--- src/rtl/keypad_entry.sv ---
// Keypad entry front end: collects up to four BCD digits, submits on '*', clears on '#',
// on inactivity timeout, or on alert. All outputs come straight from registers.
module keypad_entry #(
    parameter int unsigned TIMEOUT_CYCLES = 1000,
    parameter int unsigned HOLD_CYCLES    = 4
) (
    input  logic        clk,
    input  logic        rst,
    input  logic        key_valid,
    input  logic [3:0]  key_code,
    input  logic        alert,
    output logic [15:0] display,
    output logic        star,
    output logic [2:0]  digit_cnt,
    output logic        short_entry,
    output logic        timeout
);

    typedef enum logic [1:0] {StIdle, StEntry, StSubmit, StHold} state_t;

    // Expiry compares the pre-increment count so the pulse lands TIMEOUT_CYCLES-1 cycles
    // after the last key.
    localparam logic [15:0] TimeoutLast = 16'(TIMEOUT_CYCLES - 2);
    localparam logic [7:0]  HoldLast    = 8'(HOLD_CYCLES - 1);

    state_t      state;
    logic [15:0] idle_cnt;
    logic [7:0]  hold_cnt;

    logic is_digit;
    logic is_star;
    logic is_hash;

    assign is_digit = (key_code <= 4'd9);
    assign is_star  = (key_code == 4'd10);
    assign is_hash  = (key_code == 4'd11);

    always_ff @(posedge clk) begin
        if (rst) begin
            state       <= StIdle;
            display     <= 16'h0000;
            digit_cnt   <= 3'd0;
            star        <= 1'b0;
            short_entry <= 1'b0;
            timeout     <= 1'b0;
            idle_cnt    <= 16'd0;
            hold_cnt    <= 8'd0;
        end else begin
            star        <= 1'b0;
            short_entry <= 1'b0;
            timeout     <= 1'b0;
            if (alert) begin
                state     <= StIdle;
                display   <= 16'h0000;
                digit_cnt <= 3'd0;
                idle_cnt  <= 16'd0;
                hold_cnt  <= 8'd0;
            end else begin
                case (state)
                    StIdle: begin
                        if (key_valid && is_digit) begin
                            display   <= {12'h000, key_code};
                            digit_cnt <= 3'd1;
                            idle_cnt  <= 16'd0;
                            state     <= StEntry;
                        end
                    end
                    StEntry: begin
                        if (key_valid) begin
                            // Any key, reserved codes included, counts as activity.
                            idle_cnt <= 16'd0;
                            if (is_digit) begin
                                if (digit_cnt != 3'd4) begin
                                    display   <= {display[11:0], key_code};
                                    digit_cnt <= digit_cnt + 3'd1;
                                end
                            end else if (is_star) begin
                                if (digit_cnt == 3'd4) begin
                                    star  <= 1'b1;
                                    state <= StSubmit;
                                end else begin
                                    display     <= 16'h0000;
                                    digit_cnt   <= 3'd0;
                                    short_entry <= 1'b1;
                                    state       <= StIdle;
                                end
                            end else if (is_hash) begin
                                display   <= 16'h0000;
                                digit_cnt <= 3'd0;
                                state     <= StIdle;
                            end
                        end else if (idle_cnt == TimeoutLast) begin
                            display   <= 16'h0000;
                            digit_cnt <= 3'd0;
                            timeout   <= 1'b1;
                            idle_cnt  <= 16'd0;
                            state     <= StIdle;
                        end else begin
                            idle_cnt <= idle_cnt + 16'd1;
                        end
                    end
                    StSubmit: begin
                        hold_cnt <= 8'd0;
                        state    <= StHold;
                    end
                    StHold: begin
                        if (hold_cnt == HoldLast) begin
                            display   <= 16'h0000;
                            digit_cnt <= 3'd0;
                            hold_cnt  <= 8'd0;
                            state     <= StIdle;
                        end else begin
                            hold_cnt <= hold_cnt + 8'd1;
                        end
                    end
                    default: state <= StIdle;
                endcase
            end
        end
    end

endmodule

--- config.mk ---
export PLATFORM = sky130hd
export DESIGN_NAME = keypad_entry
export DESIGN_NICKNAME = d
export VERILOG_FILES = /design/src/rtl/keypad_entry.sv
export SDC_FILE = /design/constraint.sdc
export NUM_CORES = 1
export LEC_CHECK = 0
export ABC_AREA = 1
export BUFFER_PORTS_ARGS = -buffer_cell sky130_fd_sc_hd__buf_2
export CORE_UTILIZATION = 30
export CTS_CLUSTER_SIZE = 20
export DETAILED_ROUTE_END_ITERATION = 16
export PLACE_DENSITY = 0.44
export SLEW_MARGIN = 0
export SYNTH_ARGS = -nofsm -noshare
export SYNTH_HDL_FRONTEND = slang
export SYNTH_SLANG_ARGS = --single-unit
--- constraint.sdc ---
create_clock -name clk -period 1.9 [get_ports clk]
set_clock_uncertainty 0.15 [all_clocks]
set_input_delay 0.095 -clock clk [delete_from_list [all_inputs] [get_ports clk]]
set_output_delay 0.095 -clock clk [all_outputs]
set_load 0.01 [all_outputs]
### Word level (Yosys, flattened, before mapping)

Index checks and enable logic that the tools add are counted.

| word-level totals | value |
|---|---|
| output and inout bits | 22 |
| bits in registers | 48 |
| word-level logic and storage cells | 81 |
| bits of input ports | 8 |

| operators by class | value |
|---|---|
| muxes and demuxes | 38 |
| order comparisons | 1 |
| bitwise logic cells | 3 |
| equality and inequality tests | 17 |
| reductions and logical operators | 11 |
| add/subtract/negate cells | 3 |

Operators by type and width:

| operator | count |
|---|---|
| $mux W16 | 12 |
| $pmux W16 S3 | 1 |
| $pmux W16 S2 | 1 |
| $mux W3 | 9 |
| $add A16 B1 Y16 const B | 1 |
| $eq A16 B10 Y1 const B | 1 |
| $mux W2 | 8 |
| $pmux W8 S2 | 1 |
| $ne A5 B5 Y1 const B | 2 |
| $ne A3 B3 Y1 const B | 3 |
| $pmux W3 S3 | 1 |
| $add A8 B1 Y8 const B | 1 |
| $eq A4 B4 Y1 const B | 2 |
| $eq A8 B2 Y1 const B | 1 |
| $mux W8 | 1 |
| $ne A4 B4 Y1 const B | 2 |
| $pmux W2 S4 | 1 |
| $reduce_and A7 Y1 | 1 |
| $reduce_or A6 Y1 | 1 |
| $reduce_and A5 Y1 | 1 |
| $eq A2 B2 Y1 const B | 2 |
| $le A4 B4 Y1 const B | 1 |
| $ne A2 B2 Y1 const B | 2 |
| $reduce_bool A2 Y1 | 2 |
| other kinds (11) | 15 |

### Longest topological paths before layout

| depth | value |
|---|---|
| depth in word-level cells | 6 |
| depth in mapped cells | 13 |
| mapped depth without buffers | 12 |

### Least setup slack after synthesis

No wires, ideal clock.

| timing | value |
|---|---|
| kind | flip-flop to flip-flop |
| start | reg digit_cnt[0] |
| end | reg display[11] |
| path buffers | 1 |
| period minus slack after synthesis | 1.753 ns |
| library setup time | 0.111 ns |
| required time | 1.639 ns |
| stages on the path, launching flop included | 12 |
| setup slack | 0.147 ns |
| arrival | 1.492 ns |
| path through | dfxtp_1 > inv_1 > ha_1 > nand2_1 > nor2_2 > nand2_1 > nand2_1 > nor2_4 > buf_4 > nand3_1 > nand2_1 > nor2_2 |

| between the ends | value |
|---|---|
| longest elaborated chain between the ends | 3 |
| elaborated cells between the ends (all ways) | 5 |
| those cells by class | eq/ne: 4; reduce/logical: 1 |

RTL lines:

| element | RTL line | text |
|---|---|---|
| start, declared | 14 | `output logic [2:0] digit_cnt,` |
| start signal, assigned | 75 | `digit_cnt <= digit_cnt + 3'd1;` |
| $eq A3 B3 Y1 or $ne A3 B3 Y1 (tied branches) | 78, 73 |  |
| $ne A5 B5 Y1 (no source line) or $ne A4 B4 Y1 (tied branches) | -- |  |
| $reduce_and A7 Y1 (no source line) (*) | -- |  |
| end signal, assigned | 62 | `display <= {12'h000, key_code};` |
| end signal, assigned | 74 | `display <= {display[11:0], key_code};` |
| end, declared | 12 | `output logic [15:0] display,` |

Mark *: on every way between the ends. The rest lies on a longest branch, timed or not.
A chain may end at the register's enable or synchronous reset.

### Final worst setup path

| timing | value |
|---|---|
| start | reg digit_cnt[0] |
| end | reg display[0] |

The elaborated chain is that of the path after synthesis.

==> key figures <==
Worst setup path
  – Largest stage delay on the critical path: 340 ps
  – Critical Path RT: 1960 ps
  – CP max FO: 17
  – Crit-path cells: inv_1 > ha_1 > nand2_1 > nor2_2 > nand2_1 > nand2_1 > nor2_4 > buf_12 > nand3_1 > nand2_1 > nor2_2
  – Worst path most repeated cell: nand2_1
  – FF-to-FF setup slack: 180 ps
  – Arrival time worst endpoint: 1780 ps
  – CP Class: reg -> reg
  – CP Capture Type: flop
  – R2R depth: 11
  – RR Startpoint: digit_cnt[0]
  – WP buf/inv: 2
  – CP top delay family: simple AND/OR/NAND/NOR gates
  – Reg2reg end: display[0]
  – CP Launch Type: flop
  – CP max-delay cell: dfxtp_1

Floorplanning
  – Die Y-Extent: 94.4 um
  – Core ar.: 8260 um2
  – Die area: 8920 um2
  – Initial Utilization: 0.310
  – I/O pins: 30
  – Chip width: 94.4 um
  – Row Count: 33

GRT
  – First-pass GRT wire length: 10,100 um
  – Met2 GRT Util: 0.216
  – Initial antenna violation count: 0
  – Total grt overflow: 0
  – Number of global-route vias before repair: 2,137
  – Met3 usage: 0.0338
  – Largest net degree at the start of global routing: 19
  – Met1 Usage GRT: 0.201
  – Tot GR Track Use: 0.143
  – Busiest grt layer: met2

Final layout
  – Net count, final: 439
  – Fin area: 3020 um2
  – Final Util: 0.365
  – Syn-to-layout area delta: 17.7%
  – N_diodes: 0
  – Share of post-route cells with drive strength above 1: 0.223

Synthesis
  – Post-synthesis sequential area ratio: 0.375
  – Syn Inst Count: 381
  – Syn nets: 394
  – Yosys reg bits: 48
  – Avg Cell Area, Syn: 6.73 um2
  – Yosys warns: 0
  – Netlist cell types: 31
  – Post-Syn Area: 2560 um2

Outcome
  – Status: completed

Route
  – Vias post-DR: 2,379
  – DR WL/cell: 10.9 um
  – Drc violations: 0
  – DRT iter0 DRCs: 73
  – Vias per cell: 4.48
  – Drt total wl: 5780 um
  – Routed Antenna Nets: 0
  – DR pass1 iterations: 4

STA
  – Hold slack: 43.4 ps
  – Final Cycle Share: 0.905
  – Fmax: 581 MHz
  – Worst slew pin tran: 300 ps
  – Fin Setup TNS: 0 ps
  – Final Hold Fails: 0
  – Final setup viols: 0
  – Crit path time final: 1720 ps
  – Final Slew Violations: 0
  – Relative slew slack: 0.798
  – RSZ-0062 raised after global routing: false

Worst hold path
  – Hold Crit Start: key_code[2]
  – Hold Crit Class: in -> reg
  – Min-Delay Endpoint: display[2]
  – Worst hold stages: 5

Clocking
  – Cts bufs inserted: 5
  – Max clock buf depth: 2
  – Clock slew at reported path FFs: 90 ps
  – Post-CTS setup buffer count: 0
  – Root buffer cell: clkbuf_8
  – H-tree depth: 2
  – CTS tree: done
  – Num Clock Sinks: 48
  – Clock Latency Late Sink: 300 ps

Place
  – Final RePlAce weighted congestion: 0.796
  – DP HPWL: 4370 um
  – DP Area: 2900 um2
  – I/O Buffers: 29

Power
  – Pwr dens: 624 nW/um2
  – Final Total Pwr: 1.88 mW
  – IR drop worst, VDD: 0.302 mV
  – LEAKAGE: 1.24 nW

Flow run
  – Max-cap violations: 0
==> worst max-delay path by stage <==
stage,startpoint,endpoint,slack (ps),depth (start not counted)
after floorplan,digit_cnt[0],display[11],150,11
after global placement,hold_cnt[0],display[1],60,9
after detailed placement,hold_cnt[0],display[1],100,9
after CTS,hold_cnt[0],display[1],80,9
after global routing,idle_cnt[0],display[9],10,12
final,digit_cnt[0],display[0],180,11
==> cell usage after synthesis, drive strengths merged <==
library cell / n / area share
a21oi: 18 / 0.035
a31o: 1 / 0.0034
nand4: 3 / 0.0073
xor2: 2 / 0.0068
nor2: 82 / 0.16
a211oi: 1 / 0.0029
o31ai: 1 / 0.0029
xnor2: 1 / 0.0034
or2: 1 / 0.0024
clkbuf: 3 / 0.0044
nor3b: 1 / 0.0029
nand3b: 1 / 0.0029
o21ai: 13 / 0.027
nand2: 117 / 0.18
buf: 5 / 0.021
ha: 5 / 0.024
nand3: 33 / 0.064
dfxtp: 48 / 0.37
inv: 37 / 0.056
nor3: 8 / 0.016
==> kinds of logic (layout without fill, tap and decap cells) <==
family          Yosys count  after routing  share of synthesized area
compound gates           34             34                     0.0713
xor+xnor                  3              3                     0.0103
fa+ha+maj                 5              5                     0.0244
buf+inv                  45             90                     0.0815
flops                    48             48                      0.375
simple gates            246            246                      0.438
==> stage by stage <==
stage	cells	setup WS, ps
floorplan	381	147
global placement	522	64.8
detailed placement	522	101
CTS	531	79.9
global route	531	11.6
finish	531	180
==> what timing repair did <==
action / CTS / global route
gates resized for setup: 0 / 4
hold buffers: 2 / 0
setup endpoints to repair: 0 / 12
endpoints found under the hold margin: 2 / 0
==> sequential cells by signal, indices dropped and copies added, names as in the netlist, named ones only <==
name and cells:
digit_cnt 3, display 16, hold_cnt 8, idle_cnt 16, short_entry 1, star 1, state 1, timeout 1
==> cell type report <==
| class | instances | area, um2 |
|---|---|---|
| tap | 105 | 131 |
| fill | 940 | 5240 |
| timing repair buffer | 46 | 294 |
| sequential | 48 | 962 |
| clock inverter | 2 | 12.5 |
| inverter | 37 | 146 |
| clock buffer | 5 | 68.8 |
| multi-input combinational | 288 | 1400 |
==> where the power goes <==
| part | leakage, nW | switching, mW | total [mW] | internal [mW] |
|---|---|---|---|---|
| combinational | 0.815 | 0.156 | 0.251 | 0.0950 |
| sequential | 0.389 | 0.0152 | 1.04 | 1.03 |
| clock | 0.0400 | 0.341 | 0.591 | 0.250 |
==> layer usage <==
layer	part of all wire	vias up
met3	0.033	5
met4	0.011	0
li1	-	1287
met2	0.43	33
met1	0.52	1054
met5	0	-
==> cell usage in the layout (no fill, tap or decap), types with 2 or more instances in the layout <==
cell type,netlist,routed
dlygate4sd3_1,0,2
o21ai_1,2,2
buf_4,3,13
xor2_1,2,2
o21ai_0,10,10
nand2_2,5,5
nor3_1,8,8
nand2_1,111,111
nor2_1,54,53
clkbuf_8,0,5
nand4_1,3,3
inv_2,3,3
nand3_1,33,33
nor2_2,22,23
a21oi_1,18,18
ha_1,5,5
dfxtp_1,48,47
nor2_4,5,5
buf_2,0,29
inv_1,33,33
==> tightest hold or removal path: stages <==
cell	delay (ps)
buf_2	110
inv_1	60
a21oi_1	40
nor2_1	90
nor2_1	50
Note: power is estimated with default switching activity, not from simulation.
